===== config.mk =====
export PLATFORM = sky130hd
export DESIGN_NAME = fixed_to_fp19
export DESIGN_NICKNAME = d
export VERILOG_FILES = /design/src/rtl/fixed_to_fp19.sv
export SDC_FILE = /design/constraint.sdc
export NUM_CORES = 1
export LEC_CHECK = 0
export CORE_AREA = 5 5 87 89
export DETAILED_ROUTE_END_ITERATION = 10
export DIE_AREA = 0 0 92 94
export GPL_TIMING_DRIVEN = 0
export PLACE_DENSITY = 0.84
export SLEW_MARGIN = 20
export SYNTH_ARGS = -nofsm -noshare
export SYNTH_HDL_FRONTEND = slang
export SYNTH_SLANG_ARGS = --single-unit

===== constraint.sdc =====
create_clock -name clk -period 2.9 [get_ports clk]
set_input_delay 0.58 -clock clk [delete_from_list [all_inputs] [get_ports clk]]
set_output_delay 0.58 -clock clk [all_outputs]
set_load 0.005 [all_outputs]

===== src/rtl/fixed_to_fp19.sv =====
// fixed_to_fp19: multi-cycle converter from signed two's-complement fixed-point
// (value = in_data / 2^FRAC_W) to fp19 {sign[18], exp[17:10] bias 127, mant[9:0]}.
// Valid/ready on both sides, iterative leading-one normalization and
// round-to-nearest-even. One conversion in flight at a time.
// Optional build macro FIXED_TO_FP19_FAST_NORM_EN: normalization skips four
// leading zeros per cycle when it can; results are bit-identical, only latency changes.
module fixed_to_fp19 #(
  parameter int IN_W   = 24,  // legal 13..64
  parameter int FRAC_W = 12   // legal 0..IN_W
) (
  input  logic            clk,
  input  logic            rst,
  input  logic            in_valid,
  output logic            in_ready,
  input  logic [IN_W-1:0] in_data,
  output logic            out_valid,
  input  logic            out_ready,
  output logic [18:0]     out_data
);

  typedef enum logic [1:0] {
    S_IDLE,
    S_NORM,
    S_ROUND,
    S_DONE
  } state_t;

  // Biased exponent when the leading one already sits at bit IN_W-1.
  // Range for legal parameters is 63..190, so 8 bits never wrap.
  localparam logic [7:0] E_INIT = 8'(IN_W - 1 - FRAC_W + 127);

  state_t          state_q;
  logic            sign_q;
  logic [IN_W-1:0] sh_q;
  logic [7:0]      e_q;
  logic            out_valid_q;
  logic [18:0]     out_data_q;

  // Magnitude of the incoming operand; the most negative value maps to
  // 2^(IN_W-1), which still fits exactly as an unsigned IN_W-bit number.
  logic [IN_W-1:0] mag_d;
  assign mag_d = in_data[IN_W-1] ? (~in_data + IN_W'(1)) : in_data;

  // Round-to-nearest-even of the normalized shift register: the 10 bits below
  // the leading one are the mantissa, the next bit is guard, the rest sticky.
  logic [9:0]  rnd_m_d;
  logic        rnd_g_d;
  logic        rnd_s_d;
  logic        rnd_up_d;
  logic [10:0] rnd_sum_d;
  logic [9:0]  rnd_mant_d;
  logic [7:0]  rnd_exp_d;

  always_comb begin
    rnd_m_d    = sh_q[IN_W-2 -: 10];
    rnd_g_d    = sh_q[IN_W-12];
    rnd_s_d    = |sh_q[IN_W-13:0];
    rnd_up_d   = rnd_g_d & (rnd_s_d | rnd_m_d[0]);
    rnd_sum_d  = {1'b0, rnd_m_d} + 11'(rnd_up_d);
    rnd_mant_d = rnd_sum_d[9:0];
    rnd_exp_d  = e_q;
    // A carry out of the mantissa means it overflowed to 1.000..., so the
    // mantissa field becomes zero and the exponent steps up by one.
    if (rnd_sum_d[10]) begin
      rnd_mant_d = '0;
      rnd_exp_d  = e_q + 8'd1;
    end
  end

  // Conversion FSM: capture, normalize, round, then hold the result until taken.
  // NOTE: every register is cleared by the asynchronous reset so an interrupted
  // conversion leaves no stale data behind; state uses non-blocking assignments only.
  always_ff @(posedge clk or posedge rst) begin
    if (rst) begin
      state_q     <= S_IDLE;
      sign_q      <= 1'b0;
      sh_q        <= '0;
      e_q         <= '0;
      out_valid_q <= 1'b0;
      out_data_q  <= '0;
    end else begin
      case (state_q)
        S_IDLE: begin
          if (in_valid) begin
            sh_q <= mag_d;
            e_q  <= E_INIT;
            if (mag_d == '0) begin
              // Zero has no leading one; emit +0 directly.
              sign_q     <= 1'b0;
              out_data_q <= 19'h0;
              state_q    <= S_DONE;
            end else begin
              sign_q  <= in_data[IN_W-1];
              state_q <= S_NORM;
            end
          end
        end

        S_NORM: begin
          if (sh_q[IN_W-1]) begin
            state_q <= S_ROUND;
`ifdef FIXED_TO_FP19_FAST_NORM_EN
          end else if (sh_q[IN_W-1 -: 4] == 4'd0) begin
            sh_q <= sh_q << 4;
            e_q  <= e_q - 8'd4;
`endif
          end else begin
            sh_q <= sh_q << 1;
            e_q  <= e_q - 8'd1;
          end
        end

        S_ROUND: begin
          out_data_q <= {sign_q, rnd_exp_d, rnd_mant_d};
          state_q    <= S_DONE;
        end

        S_DONE: begin
          // out_valid rises one cycle after entering DONE and then holds
          // until the downstream handshake.
          if (!out_valid_q) begin
            out_valid_q <= 1'b1;
          end else if (out_ready) begin
            out_valid_q <= 1'b0;
            state_q     <= S_IDLE;
          end
        end

        default: state_q <= S_IDLE;
      endcase
    end
  end

  assign in_ready  = (state_q == S_IDLE);
  assign out_valid = out_valid_q;
  assign out_data  = out_data_q;

endmodule


==> metrics.cfg <==
[run_status]
status=finished with violations
violations=setup timing

[sta]
fin_skew_ns=0.0123
fin_crit_ns=2.99
fmax_mhz=334
slew_violations=0
worst_slew_pin_slew_ns=0.683
finalSetupViolCount=18
whs_ns=0.494
min_period_over_period=1.03
rsz0062_at_grt=true
hold_viol=0
setup_slack_ns=-0.0929
relSlewSlack=0.544
tns_ns=-1.13

[place]
port-buffer-count=47
pre_cts_slack_ns=-1.02
dp_hpwl_um=6480
place.gp.congestion=0.943

[logic_synthesis]
synthXorXnorAreaFrac=0.0940
synth-async-reset-ratio=1.00
ys_warn_count=0
syn-num-nets=439
synth_cells=403
synth_fa_ha_area_frac=0.0275
synth-simple-area-share=0.223
synth.yosys.seq_area_share=0.379
ys_seq_elements=55
synth.area.mux_share=0.0403
synth-compound-area-share=0.190
syn_area_um2=3630
synth_top_family_by_area=simple AND/OR/NAND/NOR gates
synth-edff-count=0
synth_flop_cell=dfrtp_1
synth.avg_cell_area_um2=9.02
synth_cell_type_count=61

[pwr]
pwr-share-comb=0.551
netSwitchingFraction=0.432
internal-power_mw=2.43
clkPwrFrac=0.119
switchingPower_mw=1.85
vdd_drop_max_v=0.000427
p_per_area_nw_per_um2=866
power_frac_seq=0.329
leakagePower_nw=2.06
finalPower_mw=4.28

[route]
drt-initial-drc-count=387
ant_nets=0
num_vias=3555
viasPerCell=6.26
drc=0
drt_first_pass_iters=5
wl_um=10700
routedWlPerCell_um=18.9

[clocking]
cts.sink_count=55
htreeDepth=2
cts-root-buf=clkbuf_8
cts_tree=yes
clock_latency_ns=0.31
clockBufferDepth=2
cts_made_buffers=5
cts.reportedPaths.clkPinSlew_ns=0.10

[global_routing]
grtUsageTotal=0.222
grt_start_max_net_pins=56
first_global_vias=3305
grt_pass1_wl_um=15700
overflow=0
antenna_found_initial=0

[finish]
n_antenna_cell=0
fin_nets=524
fillerInstances=472
area_delta_synth_final_pct=35.8
regArea_um2=1380
multi_input_area_um2=2470
drive_gt1_frac=0.252
fin_util=0.739

[setup_path]
worst_ep_required_time_ns=3.11
cpMostUsedCell=buf_4
cp_cell_sequence=buf_4 > nor4_4 > buf_4 > buf_6 > nand3_4 > o41ai_4 > xor2_1 > buf_4 > o2111ai_4 > o41ai_4 > buf_6 > o21ai_4 > mux2_4
cp.arrival_ns=3.20
cp_slowest_stage_delay_ns=0.38
worstSetupEndpointType=register
cp_max_fo=6
critical_path.slowest_cell=o41ai_4
crit_path_start_kind=input pin
crit_type=in2reg

[die]
initial_utilization=0.544
io_pins=49
coreArea_um2=6680
rows=30
die_area_um2=8650
die_x_um=92
fp.dieH_um=94

[job]
maxCapViolCount=0

[min_path]
holdCritPathClass=reg2reg

## through the flow
stage / area (um2) / instances
after floorplan: 3750 / 403
after global placement: 4320 / 530
after global routing: 4940 / 568
after CTS: 4620 / 556
after detailed placement: 4330 / 530
final: 4940 / 568
## cells in the mapped netlist, types with 2 or more instances
library cell	instances	share of area
inv_1	13	0.013
o21ai_0	31	0.043
and2_1	2	0.0034
o41ai_1	2	0.0048
dfrtp_1	55	0.38
or4_1	2	0.0041
xor2_1	24	0.058
nor2_1	37	0.038
xnor2_1	15	0.036
nor2b_1	4	0.0069
and3_1	5	0.0086
clkbuf_1	14	0.014
or3_1	5	0.0086
clkbuf_8	3	0.011
mux2_4	7	0.029
or3_2	2	0.0041
nand2_1	48	0.050
buf_2	2	0.0028
a221oi_1	3	0.0072
a31oi_1	7	0.012
a21oi_1	17	0.023
nand4b_1	2	0.0048
mux2i_1	3	0.0083
o31ai_1	7	0.014
nor4_4	2	0.012
a22oi_1	5	0.010
nor3_1	8	0.011
o2bb2ai_1	11	0.027
ha_1	8	0.028
nor4_1	6	0.010
nand2b_1	2	0.0034
nand4_1	7	0.012
o22ai_1	2	0.0034
nand3_1	14	0.019
a211oi_1	2	0.0041
## flip-flops by register name, summed over array words and instances, names as in the netlist
name,flops
sign_q,1
out_data,19
e_q,8
sh_q,24
state_q,2
out_valid,1
## area by class of cell
type,instances,share of cell area
buffer,19,0.0243
tap,80,0.0203
multi-input combinational,315,0.500
clock inverter,2,0.00760
clock buffer,5,0.0139
sequential,55,0.279
inverter,14,0.0147
timing repair buffer,78,0.140
## layout by cell type (no fill, tap or decap), types with 5 or more instances in the layout
master,synthesis,layout
nand2_1,48,46
mux2_4,7,7
xnor2_1,15,14
o21ai_0,31,30
clkbuf_8,3,8
nor4_1,6,5
buf_2,2,5
buf_6,1,8
a22oi_1,5,5
and3_1,5,5
o31ai_1,7,5
nor2_1,37,35
nand4_1,7,7
xor2_1,24,21
clkbuf_2,0,6
ha_1,8,7
nand3_1,14,13
a31oi_1,7,7
buf_4,0,27
dfrtp_1,55,55
a21oi_1,17,16
clkdlybuf4s50_1,0,26
clkbuf_1,14,14
o2bb2ai_2,0,9
inv_1,13,10
## kinds of logic after synthesis
logic type	after synthesis
and+or+nand+nor	156
AOI/OAI and AO/OA	100
DFF	55
xor gates and xnor gates	39
buffers and inverters	34
muxes	11
adders and majority gates	8
## critical path, delay by kind of cell
kind                      cells  cell delay, ns
xor gates and xnor gates      1            0.19
muxes                         1            0.33
AOI/OAI and AO/OA             4            0.96
and+or+nand+nor               2            0.37
buffers and inverters         5            0.75
## per-layer routing
metal | GRT usage | share of wire | vias to the layer above
li1 | - | - | 1622
met1 | 0.284 | 0.39 | 1668
met2 | 0.381 | 0.50 | 215
met3 | 0.0313 | 0.073 | 50
met4 | 0.0866 | 0.042 | 0
met5 | 0 | 0 | -
## power groups by stage
stage	logic [mW]	clock network (mW)	registers, mW
floorplan	1.44	0	1.35
global placement	1.98	0	1.40
detailed placement	2.06	0	1.40
CTS	2.15	0.511	1.39
global route	2.56	0.552	1.45
finish	2.36	0.510	1.41
## timing repair
action | 4_1_cts | 5_1_grt
cloned | 1 | 2
setup endpoints to repair | 21 | 36
gates resized for setup | 71 | 65
hold buffers | 0 | 0
pin swaps | 20 | 19
setup buffers | 19 | 10
## worst paths after layout
path	cells after the start	startpoint	end	slack (ns)
worst max-delay path	13	in_data[5]	out_data[9]	-0.09
worst min register to register	1	out_data[4]	out_data[4]	0.49
worst max register to register	8	state_q[1]	sh_q[13]	0.12
max in group asynchronous	2	rst	sh_q[12]	1.71
min in group asynchronous	2	rst	out_data[9]	0.71
worst min-delay path	1	out_data[4]	out_data[4]	0.49
(Power assumes the default switching activity.)
